$ cat src/rtl/mem_pkg.sv
// MEM stage shared definitions: EX_MEM / MEM_WB bit offsets, MemtoReg codes, access FSM states.
// No logic; imported by the MEM stage top and its access controller.
// Field offsets are the single source of truth for both pipeline bundles.
package mem_pkg;

    // EX_MEM bundle field map
    localparam int EXM_WIDTH        = 73;
    localparam int EXM_WDATA_LSB    = 0;
    localparam int EXM_ALU_LSB      = 32;
    localparam int EXM_WREG_LSB     = 64;
    localparam int EXM_MEMWRITE     = 69;
    localparam int EXM_REGWRITE     = 70;
    localparam int EXM_MEMTOREG_LSB = 71;

    // MEM_WB bundle field map
    localparam int MWB_WIDTH        = 72;
    localparam int MWB_ALU_LSB      = 0;
    localparam int MWB_RDATA_LSB    = 32;
    localparam int MWB_WREG_LSB     = 64;
    localparam int MWB_REGWRITE     = 69;
    localparam int MWB_MEMTOREG_LSB = 70;

    // MemtoReg encodings; 1x is reserved and behaves like ALU
    localparam logic [1:0] MTR_ALU = 2'b00;
    localparam logic [1:0] MTR_MEM = 2'b01;

    // Data-memory access FSM
    typedef enum logic {
        S_IDLE = 1'b0,
        S_BUSY = 1'b1
    } accState_e;

endpackage

$ cat src/rtl/mem_stage_if.sv
// Data-memory request/ready bus between the MEM stage (master) and the data memory (slave).
// Combinational wires only, no latency of its own.
// mem_ready completes the outstanding request; the master holds mem_req until then.
interface mem_stage_if;
    logic        mem_req;
    logic        mem_we;
    logic [31:0] mem_addr;
    logic [31:0] mem_wdata;
    logic        mem_ready;
    logic [31:0] mem_rdata;

    modport master (
        output mem_req, mem_we, mem_addr, mem_wdata,
        input  mem_ready, mem_rdata
    );

    modport slave (
        input  mem_req, mem_we, mem_addr, mem_wdata,
        output mem_ready, mem_rdata
    );
endinterface

$ cat src/rtl/mem_access_ctl.sv
// Data-memory access controller: IDLE/BUSY FSM, wait counter, request/stall/error generation.
// Request is raised in the same cycle the access appears; zero-wait completion costs no stall.
// Stalls upstream until mem_ready, or abandons the access after TIMEOUT BUSY cycles.
module mem_access_ctl
    import mem_pkg::*;
#(
    parameter int TIMEOUT = 16
) (
    input  logic clk,
    input  logic rst,
    input  logic access,
    input  logic misaligned,
    input  logic memReady,
    output logic memReq,
    output logic memStall,
    output logic memErr,
    output logic memDone
);

    accState_e  state;
    logic [4:0] cnt;
    logic       issue;
    logic       timeout;

    // Request/stall/error decode; everything is forced low while in reset so the
    // memory side sees an abandoned request drop immediately.
    always_comb begin
        issue    = (state == S_IDLE) && access && !misaligned;
        timeout  = (state == S_BUSY) && (cnt == 5'(TIMEOUT - 1)) && !memReady;
        memReq   = !rst && (issue || (state == S_BUSY));
        memDone  = memReq && memReady;
        memStall = !rst && ((issue && !memReady) ||
                            ((state == S_BUSY) && !memReady && !timeout));
        memErr   = !rst && (((state == S_IDLE) && access && misaligned) || timeout);
    end

    // FSM and wait counter: enter BUSY only when the memory did not answer in the issue cycle.
    always_ff @(posedge clk) begin
        if (rst) begin
            state <= S_IDLE;
            cnt   <= '0;
        end else begin
            case (state)
                S_IDLE: begin
                    if (issue && !memReady) begin
                        state <= S_BUSY;
                        cnt   <= '0;
                    end
                end
                S_BUSY: begin
                    if (memReady || timeout) begin
                        state <= S_IDLE;
                    end else begin
                        cnt <= cnt + 5'd1;
                    end
                end
                default: begin
                    state <= S_IDLE;
                    cnt   <= '0;
                end
            endcase
        end
    end

endmodule

$ cat src/rtl/mem_stage.sv
// Pipeline MEM stage: load/store over the data-memory bus, MEM-side forwarding, MEM_WB register.
// One cycle to MEM_WB with a zero-wait memory; each wait cycle inserts one MEM_WB bubble.
// MEM_Stall freezes PC..EX_MEM while an access is outstanding; forwarding stays valid meanwhile.
module mem_stage
    import mem_pkg::*;
#(
    parameter int TIMEOUT = 16
) (
    input  logic                 clk,
    input  logic                 rst,
    input  logic [EXM_WIDTH-1:0] EX_MEM,
    mem_stage_if.master          memBus,
    output logic                 MEM_Stall,
    output logic                 MEM_Err,
    output logic                 MEM_RegWrite,
    output logic [4:0]           MEM_WriteRegister,
    output logic [31:0]          MEM_RegWriteData,
    output logic [MWB_WIDTH-1:0] MEM_WB
);

    logic [31:0] writeData;
    logic [31:0] aluResult;
    logic [4:0]  writeReg;
    logic        memWrite;
    logic        regWrite;
    logic [1:0]  memtoReg;
    logic        isLoad;
    logic        access;
    logic        misaligned;
    logic        memReq;
    logic        memDone;
    logic [31:0] readData;

    // EX_MEM field decode and access classification
    always_comb begin
        writeData  = EX_MEM[EXM_WDATA_LSB +: 32];
        aluResult  = EX_MEM[EXM_ALU_LSB +: 32];
        writeReg   = EX_MEM[EXM_WREG_LSB +: 5];
        memWrite   = EX_MEM[EXM_MEMWRITE];
        regWrite   = EX_MEM[EXM_REGWRITE];
        memtoReg   = EX_MEM[EXM_MEMTOREG_LSB +: 2];
        isLoad     = (memtoReg == MTR_MEM) && !memWrite;
        access     = memWrite || (memtoReg == MTR_MEM);
        misaligned = (aluResult[1:0] != 2'b00);
        // Only a load that the memory actually completed returns data; timeouts,
        // misaligned accesses and stores all write back zero.
        readData   = (isLoad && memDone) ? memBus.mem_rdata : 32'h0;
    end

    mem_access_ctl #(
        .TIMEOUT (TIMEOUT)
    ) u_ctl (
        .clk        (clk),
        .rst        (rst),
        .access     (access),
        .misaligned (misaligned),
        .memReady   (memBus.mem_ready),
        .memReq     (memReq),
        .memStall   (MEM_Stall),
        .memErr     (MEM_Err),
        .memDone    (memDone)
    );

    assign memBus.mem_req   = memReq;
    assign memBus.mem_we    = memReq && memWrite;
    assign memBus.mem_addr  = aluResult;
    assign memBus.mem_wdata = writeData;

    // For loads this forwards the address; the ID hazard unit owns the load-use bubble.
    assign MEM_RegWrite      = regWrite;
    assign MEM_WriteRegister = writeReg;
    assign MEM_RegWriteData  = aluResult;

    // MEM_WB: bubble while stalled, otherwise capture the instruction leaving MEM.
    always_ff @(posedge clk) begin
        if (rst || MEM_Stall) begin
            MEM_WB <= '0;
        end else begin
            MEM_WB <= {memtoReg, regWrite, writeReg, readData, aluResult};
        end
    end

endmodule

$ cat src/flat_wrapper.sv
// flat-port wrapper written by rule: the top's interface ports become plain ports
module mem_stage_flat import mem_pkg::*;
#(
    parameter int TIMEOUT = 16
)
  (clk, rst, EX_MEM, MEM_Stall, MEM_Err, MEM_RegWrite, MEM_WriteRegister, MEM_RegWriteData, MEM_WB, memBus_mem_req, memBus_mem_we, memBus_mem_addr, memBus_mem_wdata, memBus_mem_ready, memBus_mem_rdata);
  mem_stage_if memBus_i ();
  input  logic clk;
  input  logic rst;
  input  logic [EXM_WIDTH-1:0] EX_MEM;
  output logic MEM_Stall;
  output logic MEM_Err;
  output logic MEM_RegWrite;
  output logic [4:0] MEM_WriteRegister;
  output logic [31:0] MEM_RegWriteData;
  output logic [MWB_WIDTH-1:0] MEM_WB;
  output wire logic [$bits(memBus_i.mem_req)-1:0] memBus_mem_req;
  output wire logic [$bits(memBus_i.mem_we)-1:0] memBus_mem_we;
  output wire logic [$bits(memBus_i.mem_addr)-1:0] memBus_mem_addr;
  output wire logic [$bits(memBus_i.mem_wdata)-1:0] memBus_mem_wdata;
  input wire logic [$bits(memBus_i.mem_ready)-1:0] memBus_mem_ready;
  input wire logic [$bits(memBus_i.mem_rdata)-1:0] memBus_mem_rdata;
  assign memBus_mem_req = memBus_i.mem_req;
  assign memBus_mem_we = memBus_i.mem_we;
  assign memBus_mem_addr = memBus_i.mem_addr;
  assign memBus_mem_wdata = memBus_i.mem_wdata;
  assign memBus_i.mem_ready = memBus_mem_ready;
  assign memBus_i.mem_rdata = memBus_mem_rdata;
  mem_stage #(.TIMEOUT(TIMEOUT)) u_core (.clk(clk), .rst(rst), .EX_MEM(EX_MEM), .memBus(memBus_i), .MEM_Stall(MEM_Stall), .MEM_Err(MEM_Err), .MEM_RegWrite(MEM_RegWrite), .MEM_WriteRegister(MEM_WriteRegister), .MEM_RegWriteData(MEM_RegWriteData), .MEM_WB(MEM_WB));
endmodule
$ cat config.mk
export PLATFORM = sky130hd
export DESIGN_NAME = mem_stage_flat
export DESIGN_NICKNAME = d
export VERILOG_FILES = /design/src/rtl/mem_pkg.sv /design/src/rtl/mem_stage_if.sv /design/src/rtl/mem_access_ctl.sv /design/src/rtl/mem_stage.sv /design/src/flat_wrapper.sv
export SDC_FILE = /design/constraint.sdc
export NUM_CORES = 1
export LEC_CHECK = 0
export ABC_AREA = 1
export CORE_AREA = 3 3 109 111
export DETAILED_ROUTE_END_ITERATION = 8
export DIE_AREA = 0 0 112 114
export HOLD_SLACK_MARGIN = 0.06
export PLACE_DENSITY = 0.77
export SLEW_MARGIN = 30
export SYNTH_ARGS = -nofsm -noshare
export SYNTH_HDL_FRONTEND = slang
export SYNTH_HIERARCHICAL = 1
export SYNTH_SLANG_ARGS = --single-unit
$ cat constraint.sdc
create_clock -name clk -period 3.3 [get_ports clk]
set_input_delay 0.495 -clock clk [delete_from_list [all_inputs] [get_ports clk]]
set_output_delay 0.495 -clock clk [all_outputs]
set_load 0.02 [all_outputs]
==> metrics.csv, run 1 <==
metric;value;unit
outcome;finished, final reports clean;
placed cells;652;
worst-skew pair later-pin latency;0.33;ns
First-pass DRT Iterations;4;
Post-Synthesis Cells;398;
Nets;633;
Syn-to-layout area delta;53.07;%
pin count of the biggest net entering global routing;41;
total of max-cap violations;0;
fin cells;667;
most frequent cell after synthesis;buf_4;
Final WS setup;0.2482;ns
worst-path cell chain;clkdlybuf4s50_1 > inv_1 > nor2_2 > or2_2 > inv_1 > nor2_1 > nand3_2 > a21oi_1 > clkdlybuf4s50_1;
Main synth FF type;dfxtp_1;
GR Util met2;25.46;%
pre-CTS WS;0.2440;ns
Syn Area/Cell;8.460;µm²
synth warn;6;
Antenna Nets Post-Route;0;
gr usage total;12.87;%
FILL cells;1021;
Cell Rows;38;
gpl congestion;0.8319;
Seq/Total Area, Yosys;46.38;%
CP Class;primary input to output pin;
Final Hold Violating Endpoints;0;
DRC violations left;0;
die area;0.01277;mm²
Port Buf Inserts;221;
EDFF count, synth;0;
H-tree depth reported by CTS;3;
first-pass GRT wire length;13080;µm
CTS Buf Count;9;
initial antenna violation count;0;
Detailed Place HPWL;7084;µm
syn nets;508;
Crit path largest cell delay;0.66;ns
Worst Max-Slew Pin Slew;0.4236;ns
ys async rst share;0;%
Worst Clk Skew;0.01193;ns
VDD IR-drop max;184.0;µV
min-delay worst type;register to register;
layout cells sized above 1;12.33;%
Synth area leader;dfxtp_1;
Max Buffers Root-to-Sink;2;
mapped cell area;0.003367;mm²
clk root buf;clkbuf_8;
Power Dens Cells;405.7;mW/mm²
FF+latch count, synth;78;
CTS clk-pin slew, worst paths;0.08;ns
TritonCTS Sinks;78;
Initial Utilization;30.92;%
GR Util met3;3.660;%
Yosys cell types;21;
Lkg Pwr;0.002276;µW
TritonCTS clock tree;done;
antenna diode count;0;
DIE WIDTH;112;µm
wire per inst;12.99;µm
Final Critical Period;3.052;ns
Worst setup SP type;primary input;
delay-heaviest family, CP;buffers and inverters;
share of the synthesized area in the top cell type;46.38;%
worst path arrival time;2.56;ns
Vias;2590;
largest cells by area after synthesis;dfxtp_1, buf_4, inv_1, nor2_2, nor2_1;
wirelength, routed;8663;µm
GR peak layer;met2;
CP Capture Type;output pin;
Fmax achieved;327.7;MHz
drt initial violations;75;
Critical Path RT;2.80;ns
PostCTS Resize Cnt;0;
Slowest cell on crit path;clkdlybuf4s50_1;
die height;114;µm
Final Util;47.33;%
Vias/cell;3.883;
top cells by count, synth;buf_4, inv_1, dfxtp_1;
DP Area;0.004966;mm²
RSZ-0062 raised after global routing;false;
setup violators final;0;
Post-CTS Setup Inserts;0;
# IOs;286;
total gr overflow;0;
fin crit share;92.48;%
WP buf/inv;4;
CTS hold repair buffers;0;
design area;0.005154;mm²
vias in the first global route;2676;
Slew HR;71.73;%
crit-path max FO;6;
met1 global-route usage;11.80;%
Max Slew Vio Count;0;
setup TNS;0;ns
Core Area;0.01089;mm²
[stage by stage]
step                hold WS, ns  total power, µW
floorplan                0.4750             1283
global placement         0.4965             1423
detailed placement       0.4983             1429
CTS                      0.5109             2136
global route             0.5342             2187
finish                   0.5050             2091
[state kept, by name, summed over array words and instances, names as in the netlist]
signal,count
u_core/u_ctl/state,1
u_core/MEM_WB,72
u_core/u_ctl/cnt,5
[layout make-up]
cell class | instances | area, µm² | share of cell area (%)
Clock inverter | 6 | 63.81 | 1.238
Timing Repair Buffer | 224 | 2247 | 43.60
Multi-Input combinational cell | 123 | 655.6 | 12.72
Tap cell | 140 | 175.2 | 3.399
Inverter | 87 | 326.6 | 6.336
Clock buffer | 9 | 123.9 | 2.404
Sequential cell | 78 | 1562 | 30.30
[power by group]
group | internal, µW | switching [µW] | total, µW
Combinational | 221 | 201 | 422
Sequential | 972 | 9.39 | 981
Clock | 344 | 344 | 688
[final timing paths]
| check | depth (start not counted) | slack [ns] | startpoint | end |
|---|---|---|---|---|
| setup / recovery | 9 | 0.25 | EX_MEM[71] | MEM_Stall |
| hold / removal | 2 | 0.50 | u_core/u_ctl/cnt[4]$_SDFFE_PP0P_ | u_core/u_ctl/cnt[4]$_SDFFE_PP0P_ |
| setup reg to reg | 11 | 0.96 | u_core/u_ctl/cnt[0]$_SDFFE_PP0P_ | u_core/MEM_WB[49]$_SDFF_PP0_ |
| hold reg to reg | 2 | 0.50 | u_core/u_ctl/cnt[4]$_SDFFE_PP0P_ | u_core/u_ctl/cnt[4]$_SDFFE_PP0P_ |
[cell usage in the layout, fill, tap and decap left out, types with 3 or more instances in the layout]
cell type / netlist / layout
clkdlybuf4s50_1: 0 / 221
inv_1: 86 / 86
dfxtp_1: 78 / 78
nor2_1: 49 / 49
nor2_2: 32 / 32
nand2_1: 15 / 15
clkbuf_8: 0 / 9
nand3_1: 5 / 5
nor2_4: 4 / 4
a21oi_1: 4 / 4
nand3_2: 3 / 3
[worst register-to-register path, delay by kind of cell, from the launching register on]
family / cells / cell delay (ns)
buf+inv: 1 / 0.32
simple gates: 7 / 1.09
compound gates: 1 / 0.12
flops: 1 / 0.40
fa+ha+maj: 2 / 0.36
[metal layers]
metal | vias to the layer above | wire length [µm]
met3 | 46 | 739
li1 | 1280 | -
met2 | 121 | 4724
met4 | 0 | 283
met1 | 1143 | 2915
met5 | - | 0
[kinds of logic after synthesis]
kind of cell	Yosys count	share of synthesized area [%]
flops	78	46.38
fa+ha+maj	2	0.7431
simple gates	115	17.61
compound gates	6	1.115
buf+inv	197	34.15
Note: power is estimated with default switching activity, not from simulation.
==> inputs of run 2 (changes only) <==
--- a/config.mk
+++ b/config.mk
@@ -16,3 +16,4 @@
 export SYNTH_HDL_FRONTEND = slang
 export SYNTH_HIERARCHICAL = 1
 export SYNTH_SLANG_ARGS = --single-unit
+export TNS_END_PERCENT = 1
==> results of run 2 <==
The final DEF is identical to that of run 1; final timing and power are the same.
==> inputs of run 3 (changes only) <==
--- a/config.mk
+++ b/config.mk
@@ -6,6 +6,7 @@
 export NUM_CORES = 1
 export LEC_CHECK = 0
 export ABC_AREA = 1
+export CAP_MARGIN = 10
 export CORE_AREA = 3 3 109 111
 export DETAILED_ROUTE_END_ITERATION = 8
 export DIE_AREA = 0 0 112 114
==> results of run 3 <==
The final DEF is identical to that of run 1; final timing and power are the same.
